[config.mk]
export PLATFORM = sky130hd
export DESIGN_NAME = input_conditioner_flat
export DESIGN_NICKNAME = d
export VERILOG_FILES = /design/src/rtl/input_conditioner_if.sv /design/src/rtl/input_conditioner.sv /design/src/flat_wrapper.sv
export SDC_FILE = /design/constraint.sdc
export NUM_CORES = 1
export LEC_CHECK = 0
export ABC_CLOCK_PERIOD_IN_PS = 3200
export CORE_AREA = 8 8 45 47
export DETAILED_ROUTE_END_ITERATION = 10
export DIE_AREA = 0 0 53 55
export PLACE_DENSITY_LB_ADDON = 0.08
export SLEW_MARGIN = 20
export SYNTH_ARGS = -nofsm -noshare
export SYNTH_HDL_FRONTEND = slang
export SYNTH_SLANG_ARGS = --single-unit
[constraint.sdc]
create_clock -name clk -period 3.2 [get_ports clk]
set_input_delay 0.8 -clock clk [delete_from_list [all_inputs] [get_ports clk]]
set_output_delay 0.8 -clock clk [all_outputs]
set_load 0.02 [all_outputs]
[src/rtl/input_conditioner_if.sv]
// Switch-input bundle between the raw x/y switches and the control FSM front end.
// The master drives the raw switches; the slave (the conditioner) returns clean levels and strobes.
interface input_conditioner_if;
    logic x_raw;
    logic y_raw;
    logic x;
    logic y;
    logic x_rise;
    logic x_fall;
    logic y_rise;
    logic y_fall;
    logic step;

    modport master (
        output x_raw, y_raw,
        input  x, y, x_rise, x_fall, y_rise, y_fall, step
    );

    modport slave (
        input  x_raw, y_raw,
        output x, y, x_rise, x_fall, y_rise, y_fall, step
    );
endinterface

[src/rtl/input_conditioner.sv]
// Two-channel switch conditioner: 2-flop synchronizer, counter debouncer and
// registered edge/step strobes for the x and y inputs of the control FSMs.
module input_conditioner #(
    parameter int DEB_CYCLES = 4,
    parameter int CNT_W      = 3
) (
    input logic                 clk,
    input logic                 res,
    input_conditioner_if.slave  bus
);

    localparam logic [CNT_W-1:0] DEB_LAST = CNT_W'(DEB_CYCLES - 1);

    // Channel 0 is x, channel 1 is y throughout.
    logic [1:0]       sync1_q;
    logic [1:0]       sync2_q;
    logic [1:0]       lvl_q;
    logic [1:0]       lvl_d;
    logic [CNT_W-1:0] cnt_q [2];
    logic [CNT_W-1:0] cnt_d [2];
    logic [1:0]       accept_d;
    logic [1:0]       rise_q;
    logic [1:0]       rise_d;
    logic [1:0]       fall_q;
    logic [1:0]       fall_d;
    logic             step_q;
    logic             step_d;

    // A channel accepts its synchronized value once it has disagreed with the
    // held level for DEB_CYCLES consecutive cycles; any agreement restarts the count.
    always_comb begin
        lvl_d    = lvl_q;
        accept_d = '0;
        rise_d   = '0;
        fall_d   = '0;
        for (int ch = 0; ch < 2; ch++) begin
            cnt_d[ch] = '0;
            if (sync2_q[ch] != lvl_q[ch]) begin
                if (cnt_q[ch] == DEB_LAST) begin
                    accept_d[ch] = 1'b1;
                    lvl_d[ch]    = sync2_q[ch];
                    rise_d[ch]   = sync2_q[ch];
                    fall_d[ch]   = ~sync2_q[ch];
                end else begin
                    cnt_d[ch] = cnt_q[ch] + CNT_W'(1);
                end
            end
        end
        step_d = |accept_d;
    end

    always_ff @(posedge clk or negedge res) begin
        if (!res) begin
            sync1_q <= '0;
            sync2_q <= '0;
            lvl_q   <= '0;
            rise_q  <= '0;
            fall_q  <= '0;
            step_q  <= 1'b0;
            for (int ch = 0; ch < 2; ch++) begin
                cnt_q[ch] <= '0;
            end
        end else begin
            sync1_q <= {bus.y_raw, bus.x_raw};
            sync2_q <= sync1_q;
            lvl_q   <= lvl_d;
            rise_q  <= rise_d;
            fall_q  <= fall_d;
            step_q  <= step_d;
            for (int ch = 0; ch < 2; ch++) begin
                cnt_q[ch] <= cnt_d[ch];
            end
        end
    end

    assign bus.x      = lvl_q[0];
    assign bus.y      = lvl_q[1];
    assign bus.x_rise = rise_q[0];
    assign bus.x_fall = fall_q[0];
    assign bus.y_rise = rise_q[1];
    assign bus.y_fall = fall_q[1];
    assign bus.step   = step_q;

endmodule
[src/flat_wrapper.sv]
// flat-port wrapper written by rule: the top's interface ports become plain ports
module input_conditioner_flat 
#(
    parameter int DEB_CYCLES = 4,
    parameter int CNT_W      = 3
)
  (clk, res, bus_x_raw, bus_y_raw, bus_x, bus_y, bus_x_rise, bus_x_fall, bus_y_rise, bus_y_fall, bus_step);
  input_conditioner_if bus_i ();
  input logic clk;
  input logic res;
  input wire logic [$bits(bus_i.x_raw)-1:0] bus_x_raw;
  input wire logic [$bits(bus_i.y_raw)-1:0] bus_y_raw;
  output wire logic [$bits(bus_i.x)-1:0] bus_x;
  output wire logic [$bits(bus_i.y)-1:0] bus_y;
  output wire logic [$bits(bus_i.x_rise)-1:0] bus_x_rise;
  output wire logic [$bits(bus_i.x_fall)-1:0] bus_x_fall;
  output wire logic [$bits(bus_i.y_rise)-1:0] bus_y_rise;
  output wire logic [$bits(bus_i.y_fall)-1:0] bus_y_fall;
  output wire logic [$bits(bus_i.step)-1:0] bus_step;
  assign bus_i.x_raw = bus_x_raw;
  assign bus_i.y_raw = bus_y_raw;
  assign bus_x = bus_i.x;
  assign bus_y = bus_i.y;
  assign bus_x_rise = bus_i.x_rise;
  assign bus_x_fall = bus_i.x_fall;
  assign bus_y_rise = bus_i.y_rise;
  assign bus_y_fall = bus_i.y_fall;
  assign bus_step = bus_i.step;
  input_conditioner #(.DEB_CYCLES(DEB_CYCLES), .CNT_W(CNT_W)) u_core (.clk(clk), .res(res), .bus(bus_i));
endmodule
==> reports/metrics.csv, run 1 <==
metric,value,unit
Max Clock Skew,2.820,ps
Met1 Wirelength,352,um
first-pass GRT wire length,1628,um
post-cts resize count,0,
routed wire length per instance,13.80,um
final wirelength,911,um
Ys Warns,0,
logic gate share of total power,29.7,%
Critical Path RT,2400,ps
chip width,53,um
Synth Flop Type,dfrtp_1,
syn_nets,42,
Layout Nets,57,
CTS Buf Count,3,
Ant. Diodes,0,
dpl ws,1361,ps
sequential area share after synthesis,71.28,%
crit-path max FO,5,
Post-synth EDFFs,0,
Switch Pwr,166.2,uW
core box area,1384,um2
vias in the first global route,378,
Initial DRC Count,1,
top sig layer,met4,
Slew HR,53.55,%
CTS tree,built,
remaining global-route overflow,0,
Pleak,0.3222,nW
Final Hold Vio Count,0,
most frequent cells after synthesis,"17 x dfrtp_1, 8 x nor3b_1",
Max Buffers Root-to-Sink,2,
"Slew Viols, Final",0,
Async SR Flop Fraction,100.0,%
"CP delay by family, top",buffers and inverters,
Mapped Area,596.8,um2
worst-path cell chain,clkdlybuf4s50_1,
DRC,0,
die area,2915,um2
worst vdd ir,0.3710,mV
"count leader, synth",dfrtp_1,
Worst path max stage delay,640,ps
FF-to-FF setup slack,2020,ps
largest net degree at the start of global routing,18,
DR WL met2,494,um
max cap viols,0,
Sw Ratio,29.76,%
vias per std cell,4.924,
largest cells by area after synthesis,"dfrtp_1 71%, nor3b_1 10%, nand2b_4 4.6%, ha_1 4.2%, mux2_2 3.8%",
initial antenna violation count,0,
RSZ-0062 raised after global routing,false,
TNS Setup,0,ps
Tmin final,2140,ps
syn avg cell area,16.58,um2
placer congestion estimate,0.6015,
Syn-to-layout area delta,24.53,%
top-area cell type share of the netlist area,71.28,%
worst-margin pin slew,694.6,ps
largest area contributor in the netlist,dfrtp_1,
H-tree Lvls,1,
layout cell share with drive strength beyond 1,14.00,%
wire length on met3,47,um
CP bufs+invs,1,
Setup CP Type,reg2out,
Finish-stage setup viols,0,
fill count,113,
cts hold-fix bufs,0,
All-Layer GR Usage,7.958,%
CTS Sinks,17,
Int Power,392.3,uW
Mapped Cells,36,
drt pass-1 iters,2,
# port buffers,10,
Pwr Density,751.5,nW/um2
status,"complete, no violations",
Skew-Pair Late Insertion Delay,280,ps
sequential power share,51.2,%
Reg area,425.4,um2
die height,55,um
Tcrit/Tclk final,66.87,%
PnR worst setup slack,1060,ps
Via Count,325,
hpwl dp,735.1,um
Hold Path Class,reg2reg,
Initial Util,43.13,%
CP Launch Type,flip-flop,
maximum clock frequency,0.4673,GHz
Yosys cell types,8,
Clock Pin Slew Worst Setup and Hold Paths,90,ps
Worst Path Arrival,1340,ps
part of the power in the clock network,19.1,%
area of the multi-input gates,171.4,um2
Routed Antenna Nets,0,
row cnt,14,
CTS root buf,clkbuf_4,
crit end category,output port,
"Max stage delay cell, worst path",clkdlybuf4s50_1,
postcts setup bufs,0,
Non-Filler Instances,66,
placed cells,62,
Top Ports,11,
"flops & latches, synth",17,
-- state kept, by name (all words and copies together) (netlist names) --
register / count
u_core.cnt_q: 6
u_core.fall_q: 2
u_core.lvl_q: 2
u_core.rise_q: 2
u_core.sync1_q: 2
u_core.sync2_q: 2
u_core.bus.step: 1
-- power by group through the flow --
stage	clock [mW]	combinational [mW]	sequential [mW]
after floorplan	0	0.0808	0.309
after global routing	0.125	0.186	0.293
after CTS	0.112	0.171	0.286
final	0.107	0.166	0.286
after global placement	0	0.162	0.286
after detailed placement	0	0.169	0.291
-- final cells by class --
cell class	instances	share of cell area, %
well taps	16	2.694
clock buffers	4	3.535
multi-input cells	19	23.06
flip-flops and latches	17	57.24
repair buffers	10	13.47
-- cells by family (layout without fill, tap and decap cells) --
family          Yosys count  count (layout)  synth area share, %
flops                    17              17                71.28
mux                       2               2                3.773
simple gates             12              12                16.77
xor+xnor                  2               2                2.936
compound gates            1               1                1.049
buf+inv                   0              14                    0
fa+ha+maj                 2               2                4.192
-- layer usage --
layer  vias to the layer above  GRT usage [%]
met5                         -              0
met4                         0          6.466
met3                         2          2.941
met2                         7          14.45
met1                       166          6.880
li1                        150              -
-- cell usage in the layout, fill, tap and decap left out, drive strengths merged --
cell type,count
dfrtp,17
clkdlybuf4s50,10
nor3b,8
clkbuf,4
xnor2,2
nor2b,2
nand2b,2
mux2,2
ha,2
o22ai,1
-- through the flow --
stage          util [%]  hold slack [ps]  area, um2  power (mW)
2_1_floorplan         -            331.2      596.8      0.3903
3_3_place_gp      51.81            337.6      716.9      0.4480
3_5_place_dp      51.81            339.6      716.9      0.4606
4_1_cts           53.71            362.9      743.2      0.5684
5_1_grt           53.71            365.9      743.2      0.6041
6_report          53.71            359.6      743.2      0.5585
-- worst reg2reg max path, delay by kind of cell (launching register included) --
family,cells,cell delay (ps)
multiplexers,1,330
flip-flops,1,400
adder cells (fa/ha/maj),1,250
AND/OR/NAND/NOR,1,100
-- worst paths after layout --
kind,start,end,depth (start not counted)
worst max-delay path,u_core.lvl_q[0],bus_x,1
worst min-delay path,u_core.sync1_q[1],u_core.sync2_q[1],0
worst max register to register,u_core.cnt_q[3],u_core.lvl_q[0],3
worst min register to register,u_core.sync1_q[1],u_core.sync2_q[1],0
max in group asynchronous,res,u_core.sync2_q[0],1
min in group asynchronous,res,u_core.cnt_q[0],1
No activity file was read; power rests on OpenSTA's default activity.
==> run 2, diff against run 1 <==
- ABC_CLOCK_PERIOD_IN_PS: 3200 -> 1900
- CORE_AREA: 8 8 45 47 -> 8 8 47 49
- DIE_AREA: 0 0 53 55 -> 0 0 55 57
- clock period: 3.2 -> 1.9 ns (I/O delays scaled with it)
==> run 2 against run 1 <==
Critical path depth did not move. Global-route usage fell by 1.3 points. Cell area rose by 1.2%. Register-to-register slack got worse by 1300 ps. Combinational power rose by 67%. Die area rose by 7.5%. Count of clock-buffer cells in the layout did not move. Sequential power rose by 69%. Flip-flop and latch count did not move. Highest routed layer is now met3.
==> reports/metrics.csv, run 2 (synthesis gave the netlist of run 1 again) <==
metric,value,unit,change
Pwr Density,1249,nW/um2,+66%
sequential power share,51.5,%,+0.3 points
CTS tree,built,,
placer congestion estimate,0.6399,,+6.4%
worst-margin pin slew,342.3,ps,-352.3 ps
CTS root buf,clkbuf_4,,
TNS Setup,0,ps,unchanged
Via Count,327,,+0.62%
max reg flops,6,,unchanged
Skew-Pair Late Insertion Delay,270,ps,about the same
FF-to-FF setup slack,710,ps,-1310 ps
CTS Sinks,17,,unchanged
Ant. Diodes,0,,unchanged
# port buffers,10,,unchanged
Max Clock Skew,2.720,ps,-0.1001 ps
layout cell share with drive strength beyond 1,15.69,%,+1.7 points
"CP delay by family, top",buffers and inverters,,
Worst Path Arrival,1340,ps,about the same
status,"complete, no violations",,
Int Power,660.0,uW,+68%
Pleak,0.3270,nW,+1.5%
"commonest non-fill, non-tap cells in the layout","17 x dfrtp_1, 10 x clkdlybuf4s50_1, 8 x nor3b_1",,
logic gate share of total power,29.5,%,-0.2 points
row cnt,15,,+1
remaining global-route overflow,0,,unchanged
FF-to-FF Start,u_core.cnt_q[3],,
Switch Pwr,278.8,uW,+68%
fin area,752.0,um2,+1.2%
cts hold-fix bufs,0,,unchanged
chip width,55,um,+3.8%
"Max stage delay cell, worst path",clkdlybuf4s50_1,,
Clock Pin Slew Worst Setup and Hold Paths,90,ps,about the same
core box area,1577,um2,+14%
Sw Ratio,29.70,%,-0.060 points
worst vdd ir,0.5103,mV,+38%
Syn-to-layout area delta,26.00,%,
Largest Register,u_core.cnt_q,,
die height,57,um,+3.6%
post-placement cell area,725.7,um2,+1.2%
Tcrit/Tclk final,95.53,%,
fill count,143,,+27%
Slew HR,77.02,%,+23 points
initial antenna violation count,0,,unchanged
worst-path cell chain,clkdlybuf4s50_1,,
hold_sp,u_core.sync1_q[1],,
Tmin final,1815,ps,
crit end category,output port,,
final wirelength,910,um,-0.11%
Routed Antenna Nets,0,,unchanged
max cap viols,0,,unchanged
Hold Path Class,reg2reg,,
part of the power in the clock network,19.0,%,about the same
crit-path max FO,5,,unchanged
die area,3135,um2,+7.5%
first-pass GRT wire length,1552,um,-4.7%
Top Ports,11,,unchanged
drt pass-1 iters,4,,+2
vias per std cell,4.809,,-2.3%
hpwl dp,713,um,-3.0%
Worst path max stage delay,640,ps,about the same
Final Hold Vio Count,0,,unchanged
CTS Buf Count,3,,unchanged
Initial Util,37.86,%,-5.3 points
Critical Path RT,1420,ps,-980 ps
All-Layer GR Usage,6.647,%,-1.3 points
postcts setup bufs,0,,unchanged
DRC,0,,unchanged
CP Launch Point,u_core.lvl_q[0],,
H-tree Lvls,1,,unchanged
vias in the first global route,366,,-3.2%
Levels on crit path,1,,unchanged
total power,938.9,uW,+68%
"most common cell after layout, fill and taps aside",dfrtp_1,,
RSZ-0062 raised after global routing,false,,
Worst Reg2Reg Path Length in Cells,3,,unchanged
CP Launch Type,flip-flop,,
Finish-stage setup viols,0,,unchanged
Initial DRC Count,3,,+2
"Slew Viols, Final",0,,unchanged
largest net degree at the start of global routing,18,,unchanged
maximum clock frequency,0.5509,GHz,
CP bufs+invs,1,,unchanged
post-cts resize count,0,,unchanged
Setup CP Type,reg2out,,
routed wire length per instance,13.38,um,-3.0%
Layout Nets,58,,+1.8%
Max Buffers Root-to-Sink,2,,unchanged
Hold Crit Depth,0,,unchanged
-- run 2: cell types whose count changed in the layout (fill, tap and decap cells not counted) --
cell / previous run / this run
buf_4: 0 / 1
-- run 2: power groups by stage --
stage	Clock (mW)	Sequential [mW]	Combinational [mW]
2_1_floorplan	0	0.521	0.136
3_3_place_gp	0	0.482	0.277
3_5_place_dp	0	0.491	0.287
4_1_cts	0.188	0.484	0.287
5_1_grt	0.209	0.495	0.309
6_report	0.179	0.483	0.277
-- run 2: layer usage --
layer  wire length (um)  up-vias  global-route usage [%]
met5                  0        -                       0
met2                484        8                   11.02
met1                364      165                   7.143
met4                  0        0                   3.093
met3                 60        0                   2.338
li1                   -      154                       -
-- run 2: layout make-up --
| cell class | instances | area (um2) | area share [%] |
|---|---|---|---|
| sequential | 17 | 425.4 | 56.57 |
| tap | 17 | 21.27 | 2.829 |
| multi-input combinational | 19 | 171.4 | 22.80 |
| timing repair buffer | 11 | 107.6 | 14.31 |
| clock buffer | 4 | 26.28 | 3.494 |
-- run 2: final timing paths --
check | end
max in group asynchronous | u_core.lvl_q[1]
max reg2reg | u_core.lvl_q[0]
min reg2reg | u_core.sync2_q[1]
min in group asynchronous | u_core.fall_q[1]
max | bus_x
min | u_core.sync2_q[1]
-- run 2: per-stage QoR --
stage / cells / setup WS (ps) / utilization [%] / hold WS, ps
5_1_grt: 68 / 28.01 / 47.70 / 378.1
6_report: 68 / 84.93 / 47.70 / 364.2
3_5_place_dp: 64 / 392.2 / 46.03 / 339.6
4_1_cts: 68 / 67.84 / 47.70 / 367.5
2_1_floorplan: 36 / 781.2 / - / 179.4
3_3_place_gp: 64 / 414.5 / 46.03 / 335.4
==> run 3, diff against run 2 <==
--- a/config.mk
+++ b/config.mk
@@ -6,9 +6,9 @@
 export NUM_CORES = 1
 export LEC_CHECK = 0
-export ABC_CLOCK_PERIOD_IN_PS = 1900
-export CORE_AREA = 8 8 47 49
+export ABC_CLOCK_PERIOD_IN_PS = 2000
+export CORE_AREA = 8 8 45 47
 export DETAILED_ROUTE_END_ITERATION = 10
-export DIE_AREA = 0 0 55 57
-export PLACE_DENSITY_LB_ADDON = 0.08
+export DIE_AREA = 0 0 53 55
+export PLACE_DENSITY_LB_ADDON = 0.12
 export SLEW_MARGIN = 20
 export SYNTH_ARGS = -nofsm -noshare
==> constraint.sdc (replaced) <==
create_clock -name clk -period 2 [get_ports clk]
set_input_delay 0.4 -clock clk [delete_from_list [all_inputs] [get_ports clk]]
set_output_delay 0.4 -clock clk [all_outputs]
set_load 0.02 [all_outputs]
==> run 3 against run 2 <==
Core utilization up 6.6 points. Non-clock buffer count unchanged. Die area shrank 7.0%. Hold slack got worse by 7.8 ps. Setup slack better by 190 ps. Critical path depth is the same. Count of clock-buffer cells in the layout unchanged. Sequential power decreased by 5.4%. Cell count down 1.5%. Combinational power is 5% lower. Flip-flop and latch count did not move. Critical endpoint is now bus_y. Largest cell class unchanged.
==> reports/metrics.csv, run 3 (synthesis gave the netlist of run 1 again) <==
metric,value,unit,change
status,"complete, no violations",,
Tcrit/Tclk final,86.34,%,
final wirelength,851,um,-6.5%
total power,890.3,uW,-5.2%
"CP delay by family, top",buffers and inverters,,
FF-to-FF Start,u_core.cnt_q[0],,
RSZ-0062 raised after global routing,false,,
postcts setup bufs,0,,unchanged
Int Power,628.5,uW,-4.8%
remaining global-route overflow,0,,unchanged
largest net degree at the start of global routing,18,,unchanged
Top Ports,11,,unchanged
core box area,1384,um2,-12%
CP Launch Type,flip-flop,,
first-pass GRT wire length,1304,um,-16%
crit end category,output port,,
die height,55,um,-3.5%
post-placement cell area,724.4,um2,-0.17%
FF-to-FF setup slack,810,ps,+100 ps
Tmin final,1727,ps,
Final Hold Vio Count,0,,unchanged
max reg flops,6,,unchanged
max cap viols,0,,unchanged
CTS Sinks,17,,unchanged
Worst Path Arrival,1330,ps,about the same
post-cts resize count,0,,unchanged
routed wire length per instance,12.70,um,-5.1%
placed cells,63,,-1.6%
Via Count,325,,-0.61%
initial antenna violation count,0,,unchanged
layout cell share with drive strength beyond 1,15.69,%,unchanged
"commonest non-fill, non-tap cells in the layout","17 x dfrtp_1, 10 x clkdlybuf4s50_1, 8 x nor3b_1",,
Switch Pwr,261.8,uW,-6.1%
fin area,750.7,um2,-0.17%
sequential power share,51.3,%,-0.2 points
Pwr Density,1186,nW/um2,-5.0%
Hold Crit Depth,0,,unchanged
Critical Path RT,1600,ps,+180 ps
"Max stage delay cell, worst path",clkdlybuf4s50_1,,
chip width,53,um,-3.6%
All-Layer GR Usage,6.299,%,-0.35 points
crit-path max FO,5,,unchanged
maximum clock frequency,0.5791,GHz,
Skew-Pair Late Insertion Delay,280,ps,about the same
H-tree Lvls,1,,unchanged
die area,2915,um2,-7.0%
placer congestion estimate,0.6051,,-5.4%
CTS root buf,clkbuf_4,,
Pleak,0.3270,nW,unchanged
CTS Buf Count,3,,unchanged
Critical R2R Capture,u_core.lvl_q[1],,
PnR worst setup slack,273.1,ps,+188.2 ps
hold endpoint,u_core.sync2_q[0],,
# port buffers,10,,unchanged
Hold Path Class,reg2reg,,
Setup CP Type,reg2out,,
CP bufs+invs,1,,unchanged
cts hold-fix bufs,0,,unchanged
part of the power in the clock network,19.0,%,about the same
hold_sp,u_core.sync1_q[0],,
worst vdd ir,0.5868,mV,+15%
Worst Reg2Reg Path Length in Cells,3,,unchanged
"most common cell after layout, fill and taps aside",dfrtp_1,,
Sw Ratio,29.40,%,-0.29 points
drt pass-1 iters,2,,-2
Worst path max stage delay,630,ps,about the same
logic gate share of total power,29.7,%,+0.2 points
worst-margin pin slew,337.8,ps,-4.497 ps
Slew HR,77.32,%,+0.30 points
Routed Antenna Nets,0,,unchanged
Finish-stage setup viols,0,,unchanged
Non-Filler Instances,67,,-1.5%
TNS Setup,0,ps,unchanged
dpl ws,568.3,ps,+176.1 ps
Max Buffers Root-to-Sink,2,,unchanged
DRC,0,,unchanged
vias per std cell,4.851,,+0.87%
Max Clock Skew,3.599,ps,+0.8792 ps
Ant. Diodes,0,,unchanged
Initial Util,43.13,%,+5.3 points
CTS tree,built,,
Clock Pin Slew Worst Setup and Hold Paths,80,ps,about the same
Initial DRC Count,1,,-2
Layout Nets,58,,unchanged
Largest Register,u_core.cnt_q,,
row cnt,14,,-1
vias in the first global route,318,,-13%
worst-path cell chain,clkdlybuf4s50_1,,
"Slew Viols, Final",0,,unchanged
Syn-to-layout area delta,25.79,%,
[run 3: worst max-delay path by stage]
stage / startpoint / endpoint / slack, ps / cells past startpoint
finish: u_core.lvl_q[1] / bus_y / 270 / 1
global route: u_core.lvl_q[1] / bus_y / 210 / 1
CTS: u_core.lvl_q[1] / bus_y / 250 / 1
detailed placement: u_core.lvl_q[1] / bus_y / 570 / 1
global placement: u_core.lvl_q[0] / bus_x / 600 / 1
floorplan: u_core.cnt_q[0] / u_core.lvl_q[1] / 880 / 3
[run 3: area by class of cell]
| cell class | instances | area (um2) |
|---|---|---|
| repair buffers | 11 | 107.6 |
| well taps | 16 | 20.02 |
| flip-flops and latches | 17 | 425.4 |
| multi-input cells | 19 | 171.4 |
| clock buffers | 4 | 26.28 |
| fillers | 110 | 633.1 |
[run 3: metrics by stage]
stage	hold slack, ps	utilization, %
4_1_cts	360.2	54.25
3_3_place_gp	339.0	52.35
2_1_floorplan	104.4	-
5_1_grt	364.8	54.25
3_5_place_dp	340.5	52.35
6_report	356.4	54.25
[run 3: layer usage]
metal	global-route usage, %	routed length [um]	up-vias	part of all wire, %
li1	-	-	153	-
met1	5.949	326	167	38
met2	11.13	484	5	57
met3	2.674	40	0	4.7
met4	3.879	0	0	0
met5	0	0	-	0
[run 3: power by group through the flow]
stage | registers [mW] | clock network [mW] | logic [mW]
finish | 0.457 | 0.169 | 0.264
global route | 0.467 | 0.196 | 0.294
CTS | 0.458 | 0.179 | 0.272
detailed placement | 0.465 | 0 | 0.269
global placement | 0.457 | 0 | 0.261
floorplan | 0.495 | 0 | 0.129
